### src/rtl/mac_seq_ctrl_if.sv
// Handshake and job bus between the MAC job sequencer and its neighbours
// (operand fetch, result writer, MAC stage chain, job issuer).
interface mac_seq_ctrl_if #(
    parameter int LEN_W = 10,
    parameter int QF_W  = 5
);
    // job control
    logic             i_start;
    logic [LEN_W-1:0] i_len;
    logic [QF_W-1:0]  i_q_frac;
    logic             o_busy;
    logic             o_done;
    logic             o_err;
    // operand side / stage 1
    logic             i_src_valid;
    logic             o_src_ready;
    logic             o_mac_valid;
    logic             o_mac_inhibit;
    logic             o_first;
    logic             o_last;
    logic [QF_W-1:0]  o_q_frac;
    // stage 4 / result side
    logic             i_res_valid;
    logic             i_dst_ready;
    logic             o_res_last;

    // environment side: drives job requests, operands and results
    modport master (
        output i_start, i_len, i_q_frac, i_src_valid, i_res_valid, i_dst_ready,
        input  o_busy, o_done, o_err, o_src_ready, o_mac_valid, o_mac_inhibit,
               o_first, o_last, o_q_frac, o_res_last
    );

    // sequencer side
    modport slave (
        input  i_start, i_len, i_q_frac, i_src_valid, i_res_valid, i_dst_ready,
        output o_busy, o_done, o_err, o_src_ready, o_mac_valid, o_mac_inhibit,
               o_first, o_last, o_q_frac, o_res_last
    );
endinterface

### src/rtl/mac_seq_ctrl.sv
// Job sequencer for the FloatSD4 MAC pipeline: issues one operand beat per
// cycle into stage 1, holds the whole chain on result back-pressure, counts
// retired results and pulses done once the last result leaves stage 4.
module mac_seq_ctrl #(
    parameter int PIPE_DEPTH = 4,
    parameter int LEN_W      = 10,
    parameter int QF_W       = 5
) (
    input  logic         i_clk,
    input  logic         i_rst,
    mac_seq_ctrl_if.slave bus
);
    localparam int IF_W = $clog2(PIPE_DEPTH + 1);

    typedef enum logic [1:0] {
        IDLE  = 2'd0,
        RUN   = 2'd1,
        DRAIN = 2'd2,
        DONE  = 2'd3
    } state_t;

    state_t           state;
    state_t           state_nxt;
    logic [LEN_W-1:0] len_q;
    logic [LEN_W-1:0] len_m1;
    logic [LEN_W-1:0] issued;
    logic [LEN_W-1:0] retired;
    logic [IF_W-1:0]  inflight;
    logic [QF_W-1:0]  q_frac_q;

    logic             busy;
    logic             inhibit;
    logic             src_ready;
    logic             issue;
    logic             retire;

    // State register
    always_ff @(posedge i_clk) begin
        if (i_rst) begin
            state <= IDLE;
        end else begin
            state <= state_nxt;
        end
    end

    // Next-state logic: a zero-length job goes straight to DONE
    always_comb begin
        state_nxt = state;
        unique case (state)
            IDLE: begin
                if (bus.i_start) begin
                    state_nxt = (bus.i_len != '0) ? RUN : DONE;
                end
            end
            RUN: begin
                if (issue && issued == len_m1) begin
                    state_nxt = DRAIN;
                end
            end
            DRAIN: begin
                if (retire && retired == len_m1) begin
                    state_nxt = DONE;
                end
            end
            DONE: begin
                state_nxt = IDLE;
            end
            default: begin
                state_nxt = IDLE;
            end
        endcase
    end

    // Output and handshake decode
    always_comb begin
        len_m1    = len_q - LEN_W'(1);
        busy      = (state == RUN) || (state == DRAIN);
        inhibit   = bus.i_res_valid & ~bus.i_dst_ready;
        src_ready = (state == RUN) && !inhibit && (issued < len_q)
                    && (inflight < IF_W'(PIPE_DEPTH));
        issue     = bus.i_src_valid & src_ready;
        // results arriving outside a job, or with nothing in flight, are stale
        retire    = busy && bus.i_res_valid && bus.i_dst_ready
                    && (inflight != '0) && (retired < len_q);

        bus.o_busy        = busy;
        bus.o_done        = (state == DONE);
        bus.o_err         = bus.i_start && (state != IDLE);
        bus.o_src_ready   = src_ready;
        bus.o_mac_valid   = issue;
        bus.o_mac_inhibit = inhibit;
        bus.o_first       = issue && (issued == '0);
        bus.o_last        = issue && (issued == len_m1);
        bus.o_q_frac      = q_frac_q;
        bus.o_res_last    = busy && bus.i_res_valid && (retired == len_m1);
    end

    // Job parameters and term counters; stalls hold everything by construction
    always_ff @(posedge i_clk) begin
        if (i_rst) begin
            len_q    <= '0;
            q_frac_q <= '0;
            issued   <= '0;
            retired  <= '0;
            inflight <= '0;
        end else if (state == IDLE && bus.i_start) begin
            len_q    <= bus.i_len;
            q_frac_q <= bus.i_q_frac;
            issued   <= '0;
            retired  <= '0;
            inflight <= '0;
        end else begin
            if (issue) begin
                issued <= issued + LEN_W'(1);
            end
            if (retire) begin
                retired <= retired + LEN_W'(1);
            end
            if (issue && !retire) begin
                inflight <= inflight + IF_W'(1);
            end else if (!issue && retire) begin
                inflight <= inflight - IF_W'(1);
            end
        end
    end
endmodule

### src/flat_wrapper.sv
// flat-port wrapper written by rule: the top's interface ports become plain ports
module mac_seq_ctrl_flat 
#(
    parameter int PIPE_DEPTH = 4,
    parameter int LEN_W      = 10,
    parameter int QF_W       = 5
)
  (i_clk, i_rst, bus_i_start, bus_i_len, bus_i_q_frac, bus_i_src_valid, bus_i_res_valid, bus_i_dst_ready, bus_o_busy, bus_o_done, bus_o_err, bus_o_src_ready, bus_o_mac_valid, bus_o_mac_inhibit, bus_o_first, bus_o_last, bus_o_q_frac, bus_o_res_last);
  mac_seq_ctrl_if #(.LEN_W(LEN_W), .QF_W(QF_W)) bus_i ();
  input  logic i_clk;
  input  logic i_rst;
  input wire logic [$bits(bus_i.i_start)-1:0] bus_i_start;
  input wire logic [$bits(bus_i.i_len)-1:0] bus_i_len;
  input wire logic [$bits(bus_i.i_q_frac)-1:0] bus_i_q_frac;
  input wire logic [$bits(bus_i.i_src_valid)-1:0] bus_i_src_valid;
  input wire logic [$bits(bus_i.i_res_valid)-1:0] bus_i_res_valid;
  input wire logic [$bits(bus_i.i_dst_ready)-1:0] bus_i_dst_ready;
  output wire logic [$bits(bus_i.o_busy)-1:0] bus_o_busy;
  output wire logic [$bits(bus_i.o_done)-1:0] bus_o_done;
  output wire logic [$bits(bus_i.o_err)-1:0] bus_o_err;
  output wire logic [$bits(bus_i.o_src_ready)-1:0] bus_o_src_ready;
  output wire logic [$bits(bus_i.o_mac_valid)-1:0] bus_o_mac_valid;
  output wire logic [$bits(bus_i.o_mac_inhibit)-1:0] bus_o_mac_inhibit;
  output wire logic [$bits(bus_i.o_first)-1:0] bus_o_first;
  output wire logic [$bits(bus_i.o_last)-1:0] bus_o_last;
  output wire logic [$bits(bus_i.o_q_frac)-1:0] bus_o_q_frac;
  output wire logic [$bits(bus_i.o_res_last)-1:0] bus_o_res_last;
  assign bus_i.i_start = bus_i_start;
  assign bus_i.i_len = bus_i_len;
  assign bus_i.i_q_frac = bus_i_q_frac;
  assign bus_i.i_src_valid = bus_i_src_valid;
  assign bus_i.i_res_valid = bus_i_res_valid;
  assign bus_i.i_dst_ready = bus_i_dst_ready;
  assign bus_o_busy = bus_i.o_busy;
  assign bus_o_done = bus_i.o_done;
  assign bus_o_err = bus_i.o_err;
  assign bus_o_src_ready = bus_i.o_src_ready;
  assign bus_o_mac_valid = bus_i.o_mac_valid;
  assign bus_o_mac_inhibit = bus_i.o_mac_inhibit;
  assign bus_o_first = bus_i.o_first;
  assign bus_o_last = bus_i.o_last;
  assign bus_o_q_frac = bus_i.o_q_frac;
  assign bus_o_res_last = bus_i.o_res_last;
  mac_seq_ctrl #(.PIPE_DEPTH(PIPE_DEPTH), .LEN_W(LEN_W), .QF_W(QF_W)) u_core (.i_clk(i_clk), .i_rst(i_rst), .bus(bus_i));
endmodule
### config.mk
export PLATFORM = sky130hd
export DESIGN_NAME = mac_seq_ctrl_flat
export DESIGN_NICKNAME = d
export VERILOG_FILES = /design/src/rtl/mac_seq_ctrl_if.sv /design/src/rtl/mac_seq_ctrl.sv /design/src/flat_wrapper.sv
export SDC_FILE = /design/constraint.sdc
export NUM_CORES = 1
export LEC_CHECK = 0
export ABC_CLOCK_PERIOD_IN_PS = 7400
export BUFFER_PORTS_ARGS = -buffer_cell sky130_fd_sc_hd__buf_2
export CAP_MARGIN = 25
export CORE_MARGIN = 2
export CORE_UTILIZATION = 38
export CTS_CLUSTER_DIAMETER = 80
export DETAILED_ROUTE_END_ITERATION = 10
export PLACE_DENSITY_LB_ADDON = 0.2
export SYNTH_ARGS = -nofsm -noshare
export SYNTH_HDL_FRONTEND = slang
export SYNTH_SLANG_ARGS = --single-unit
export TNS_END_PERCENT = 20
### constraint.sdc
create_clock -name i_clk -period 7.4 [get_ports i_clk]
set_input_delay 0.37 -clock i_clk [delete_from_list [all_inputs] [get_ports i_clk]]
set_output_delay 0.37 -clock i_clk [all_outputs]
set_load 0.02 [all_outputs]
After elaboration in Yosys (flattened, before gate mapping)
Cells that the tools add are included.
{"block": "totals", "ff_bits": 40, "input_bits": 21, "mem_bits_ro": 0, "mem_count": 0, "latchBits": 0, "out_inout_bits": 14, "mem_bits_rw": 0}
{"block": "op_classes", "n_eq_ne": 8, "bitwise_logic": 3, "n_lt_le_gt_ge": 3, "reduce_logical": 27, "multipliers": 0, "add_sub_neg": 5, "muxes": 7, "div": 0, "n_shift": 0}
{"operator": "$add A10 B1 Y10 const B", "count": 2}
{"operator": "$eq A10 B10 Y1", "count": 2}
{"operator": "$lt A10 B10 Y1", "count": 2}
{"operator": "$logic_and A1 B1 Y1", "count": 15}
{"operator": "$logic_not A10 Y1", "count": 1}
{"operator": "$reduce_bool A10 Y1", "count": 1}
{"operator": "$sub A10 B1 Y10 const B", "count": 1}
{"operator": "$mux W2", "count": 4}
{"operator": "$pmux W2 S4", "count": 1}
{"operator": "$mux W3", "count": 2}
{"operator": "$eq A2 B2 Y1 const B", "count": 2}
{"operator": "$ne A2 B2 Y1 const B", "count": 2}
{"operator": "$reduce_bool A2 Y1", "count": 2}
{"operator": "$add A3 B1 Y3 const B", "count": 1}
{"operator": "$logic_not A1 Y1", "count": 3}
{"operator": "$lt A3 B3 Y1 const B", "count": 1}
{"operator": "$reduce_and A3 Y1", "count": 1}
{"operator": "$reduce_bool A3 Y1", "count": 1}
{"operator": "$sub A3 B1 Y3 const B", "count": 1}
{"operator": "$and A1 B1 Y1", "count": 2}
{"operator": "$eq A2 B1 Y1 const B", "count": 1}
{"operator": "$logic_not A2 Y1", "count": 1}
{"operator": "$ne A2 B1 Y1 const B", "count": 1}
{"operator": "$reduce_or A2 Y1", "count": 1}
{"operator": "2 further kinds", "count": 2}

Longest topological paths before layout
{"block": "logic_depth", "depth_word": 11, "ltp_mapped": 14, "depth_no_buf": 14}

Worst setup path after synthesis
OpenSTA, ideal clock, no wires.
{"block": "synth_path", "path_type": "register to register", "startpoint": "reg u_core.len_q[7]", "endpoint": "reg u_core.inflight[2]", "setup_ps": 70, "synth_period_minus_slack_ps": 3116, "arrival_time_ps": 3045, "slack_ps": 4284, "path_stages_with_launch": 15, "path_cell_list": "dfxtp_1 -> clkbuf_1 -> inv_1 -> ha_1 -> a21oi_1 -> o21ai_0 -> a21oi_1 -> o21ai_0 -> inv_1 -> ha_1 -> inv_1 -> fa_1 -> xor2_1 -> or3_1 -> a21oi_1"}
{"block": "synth_between", "elab_chain_cells": 7, "elab_cells_between_ends": 12, "classes_between": "2 x order compare; 1 x mux; 1 x bitwise; 8 x reduce/logical"}
{"element": "start: declaration", "line_no": "mac_seq_ctrl.sv:24", "text": "logic [LEN_W-1:0] len_q;"}
{"element": "start signal: assignment", "line_no": "mac_seq_ctrl.sv:107", "text": "len_q <= bus.i_len;"}
{"element": "$lt A10 B10 Y1 (*)", "line_no": "mac_seq_ctrl.sv:79", "text": "src_ready = (state == RUN) && !inhibit && (issued < len_q)"}
{"element": "$logic_and A1 B1 Y1 (*)", "line_no": "mac_seq_ctrl.sv:79"}
{"element": "$logic_and A1 B1 Y1 (*)", "line_no": "mac_seq_ctrl.sv:80", "text": "&& (inflight < IF_W'(PIPE_DEPTH));"}
{"element": "$and A1 B1 Y1 (*)", "line_no": "mac_seq_ctrl.sv:81", "text": "issue = bus.i_src_valid & src_ready;"}
{"element": "via bus_o_mac_valid", "line_no": "flat_wrapper.sv:22", "text": "output wire logic [$bits(bus_i.o_mac_valid)-1:0] bus_o_mac_valid;"}
{"element": "$logic_not A1 Y1", "line_no": "mac_seq_ctrl.sv:121", "text": "end else if (!issue && retire) begin"}
{"element": "$logic_and A1 B1 Y1", "line_no": "mac_seq_ctrl.sv:121"}
{"element": "$reduce_bool A2 Y1 (no line)"}
{"element": "end signal: assignment", "line_no": "mac_seq_ctrl.sv:120", "text": "inflight <= inflight + IF_W'(1);"}
{"element": "end signal: assignment", "line_no": "mac_seq_ctrl.sv:122", "text": "inflight <= inflight - IF_W'(1);"}
{"element": "end: declaration", "line_no": "mac_seq_ctrl.sv:28", "text": "logic [IF_W-1:0] inflight;"}
The timed path passes the listed nets; every way through them passes the cells marked *.
A chain may end at the register's enable or synchronous reset.

Final worst setup path
{"block": "layout_path", "startpoint": "reg u_core.len_q[3]", "endpoint": "reg u_core.inflight[2]"}
{"block": "layout_between", "elab_chain_cells": 7, "elab_cells_between_ends": 12, "classes_between": "2 x order compare; 1 x mux; 1 x bitwise; 8 x reduce/logical"}
{"element": "$lt A10 B10 Y1", "line_no": "mac_seq_ctrl.sv:79"}
{"element": "$logic_and A1 B1 Y1", "line_no": "mac_seq_ctrl.sv:79"}
{"element": "$logic_and A1 B1 Y1", "line_no": "mac_seq_ctrl.sv:80"}
{"element": "$and A1 B1 Y1", "line_no": "mac_seq_ctrl.sv:81"}
{"element": "$logic_not A1 Y1", "line_no": "mac_seq_ctrl.sv:121"}
{"element": "$logic_and A1 B1 Y1", "line_no": "mac_seq_ctrl.sv:121"}
{"element": "$reduce_bool A2 Y1 (no line)"}
Several ways; a longest one is shown, not always the timed one.

==> flow_summary.yaml <==
critical_path:
  crit_slowest_cell: "dfxtp_1"
  path_buf_inv: 3
  critPathMaxFanout: 10
  arrival_ns: 3.77
  end_kind: "flop"
  required_ns: 7.62
  max_stage_delay_ns: 0.55
  crit_chain: "inv_1 -> ha_1 -> a21oi_1 -> o21ai_0 -> a21oi_1 -> o21ai_0 -> inv_1 -> ha_1 -> inv_1 -> fa_1 -> xor2_1 -> or3_1 -> a21oi_1"
  worstSetupPathType: "reg -> reg"
  start_kind: "flop"
  cpLargestDelayFamily: "compound AO/OA/AOI/OAI gates"
placed_design:
  post-place-ws_ns: 3.87
  dp.cells: 503
  gp_congestion: 0.851
  dp_hpwl_um: 5970
  numPortBuffers: 34
sta:
  setup_slack_ns: 3.85
  slew_headroom_pct: 36.8
  setup_viol: 0
  hold_viol: 0
  rsz0062_at_grt: "false"
  setup_tns_ns: 0
  timing.final.crit_period_ns: 3.55
  finalClockSkew_ns: 0.0102
  clock.fmax_mhz: 281
  period_share_pct: 48.0
  worst_slew_pin_slew_ns: 0.948
  maxSlewViolCount: 0
power_and_ir_drop:
  p_sw_share_pct: 39.9
  p_switching_uw: 331
  power_leakage_uw: 0.00130
  power-per-cell-area_mw_per_mm2: 251
  peakVddDrop_v: 0.000143
  finalPower_uw: 829
  clkPwrFrac_pct: 24.2
  p_int_uw: 498
  power_frac_comb_pct: 43.5
  power_frac_seq_pct: 32.3
synth:
  yosys_register_bits: 40
  yosysTopAreaCellShare_pct: 27.2
  ys_warn_count: 0
  ys_async_sr_fraction_pct: 0
  synth.area.top_cells: "dfxtp_1 (27%), ha_1 (12%), a21oi_1 (6.6%), nand2_1 (6.0%), xnor2_1 (5.4%)"
  avgSynthCellArea_um2: 7.71
  synthFlopType: "dfxtp_1"
  synth_seq_area_share_pct: 27.2
  synth_cell_types: 51
  synth_simple_gate_area_share_pct: 25.4
  synth-adder-area-share_pct: 13.3
  synth_mux_area_share_pct: 0.680
  synth-edff-count: 0
  syn-cell-area_mm2: 0.00294
  synth_top_family_by_area: "simple AND/OR/NAND/NOR gates"
  syn_nets: 433
  synth_compound_area_share_pct: 19.3
  synth_xor_area_share_pct: 8.33
  netlist.top_cell.by_area: "dfxtp_1"
  syn-instance-count: 382
clock_tree:
  cts_made_buffers: 5
  cts_hold_buf: 0
  h-tree-depth: 2
  clock_latency_ns: 0.30
  clkSlewWorstSetupHoldPaths_ns: 0.09
  clk_path_buf_depth: 2
  post_cts_resized: 0
  cts_root_buffer: "clkbuf_8"
  post-cts-setup-buffers: 0
  clkSinkCount: 40
  cts_tree: "done"
route:
  routed_wl_um: 7790
  drc_errors: 0
  firstDrtPassIters: 5
  detail-route-antenna-nets: 0
  via_count: 2760
  first_iter_violations: 135
  wire_per_inst_um: 15.2
  vias_per_cell: 5.40
grt:
  antenna_found_initial: 0
  grt_util_all_layers_pct: 19.4
  grt_pass1_vias: 2683
  grt_overflow_total: 0
  grt_pass1_wl_um: 13100
  grt_max_degree: 24
floorplanning:
  coreArea_mm2: 0.00761
  die_y_um: 92.0
  die_area_mm2: 0.00847
  num_rows: 32
  pin_count: 35
  die_w_um: 92.0
  start_util_pct: 38.7
layout:
  final_core_util_pct: 43.5
  layout-drive-gt1-share_pct: 12.0
  area_delta_synth_final_pct: 12.3
  mostFrequentLayoutCells: "nand2_1 (47), dfxtp_1 (40), a21oi_1 (39)"
  final_common_cell: "nand2_1"
  fillers: 807
  fin_cells: 511
  antenna_cells: 0
  num-nets-final: 459
flow_run:
  max_cap_viol_count: 0
status:
  run_status: "finished clean"
min_path:
  hold_path_class: "in -> reg"
==> synth_stat cells, types with 3 or more instances <==
master and number:
nand3b_1 3, a2111oi_0 4, nand3_1 9, and3_1 3
nand2_1 47, inv_1 27, clkbuf_1 14, and2_1 3
nor3_1 10, o2111ai_1 3, nor4_1 6, a21oi_1 39
a211oi_1 6, ha_1 29, xor2_1 10, nand2b_1 7
o21ai_0 15, nor2_1 33, nand4_1 5, a31oi_1 3
o31ai_1 3, xnor2_1 18, or3_1 10, dfxtp_1 40
==> worst reg2reg max path, stage by stage (launching register included) <==
cell and delay (ns):
dfxtp_1 0.55, inv_1 0.13, ha_1 0.31, a21oi_1 0.14, o21ai_0 0.11, a21oi_1 0.43
o21ai_0 0.35, inv_1 0.20, ha_1 0.21, inv_1 0.06, fa_1 0.37, xor2_1 0.16
or3_1 0.32, a21oi_1 0.14
==> flip-flops by register name, summed over array words and instances, names as in the netlist <==
register             count
u_core.len_q            10
u_core.state             2
u_core.inflight          3
u_core.retired          10
u_core.issued           10
u_core.bus.o_q_frac      5
==> per-layer routing <==
metal  track usage (%)  vias to the layer above  routed length (um)
met5                 0                        -                   0
met4              6.22                        0                 153
met3              2.47                        9                 278
met2              35.1                       70                3900
met1              23.7                     1274                3460
li1                  -                     1407                   -
==> cells by family after synthesis <==
logic type | after synthesis
simple gates | 150
compound gates | 88
flops | 40
xor+xnor | 28
fa+ha+maj | 31
buf+inv | 43
mux | 2
==> power by group through the flow <==
| stage | Combinational [uW] | Clock, uW | Sequential (uW) |
|---|---|---|---|
| after global routing | 404 | 211 | 272 |
| after floorplan | 285 | 0 | 260 |
| after CTS | 363 | 203 | 267 |
| after global placement | 358 | 0 | 272 |
| final | 361 | 200 | 267 |
| after detailed placement | 360 | 0 | 272 |
==> stage by stage <==
step	hold WS, ns	instance area, um2
2_1_floorplan	0.472	2940
3_3_place_gp	0.442	3180
3_5_place_dp	0.447	3180
4_1_cts	0.296	3310
5_1_grt	0.311	3310
6_report	0.297	3310
==> final timing paths <==
check	from	to	slack, ns	depth (start not counted)
worst max-delay path	u_core.len_q[3]$_SDFFE_PP0P_	u_core.inflight[2]$_SDFFE_PP0P_	3.85	13
worst max register to register	u_core.len_q[3]$_SDFFE_PP0P_	u_core.inflight[2]$_SDFFE_PP0P_	3.85	13
worst min-delay path	bus_i_q_frac[0]	u_core.bus.o_q_frac[0]$_SDFFE_PP0P_	0.30	3
worst min register to register	u_core.bus.o_q_frac[1]$_SDFFE_PP0P_	u_core.bus.o_q_frac[1]$_SDFFE_PP0P_	0.46	2
==> final cells by class <==
| cell class | instances | area [um2] | area share, % |
|---|---|---|---|
| tap | 102 | 128 | 3.86 |
| multi-input combinational | 299 | 1970 | 59.7 |
| inverter | 27 | 101 | 3.06 |
| clock inverter | 1 | 30.0 | 0.908 |
| timing repair buffer | 35 | 178 | 5.37 |
| clock buffer | 7 | 96.3 | 2.91 |
| sequential | 40 | 801 | 24.2 |
(Power assumes the default switching activity.)
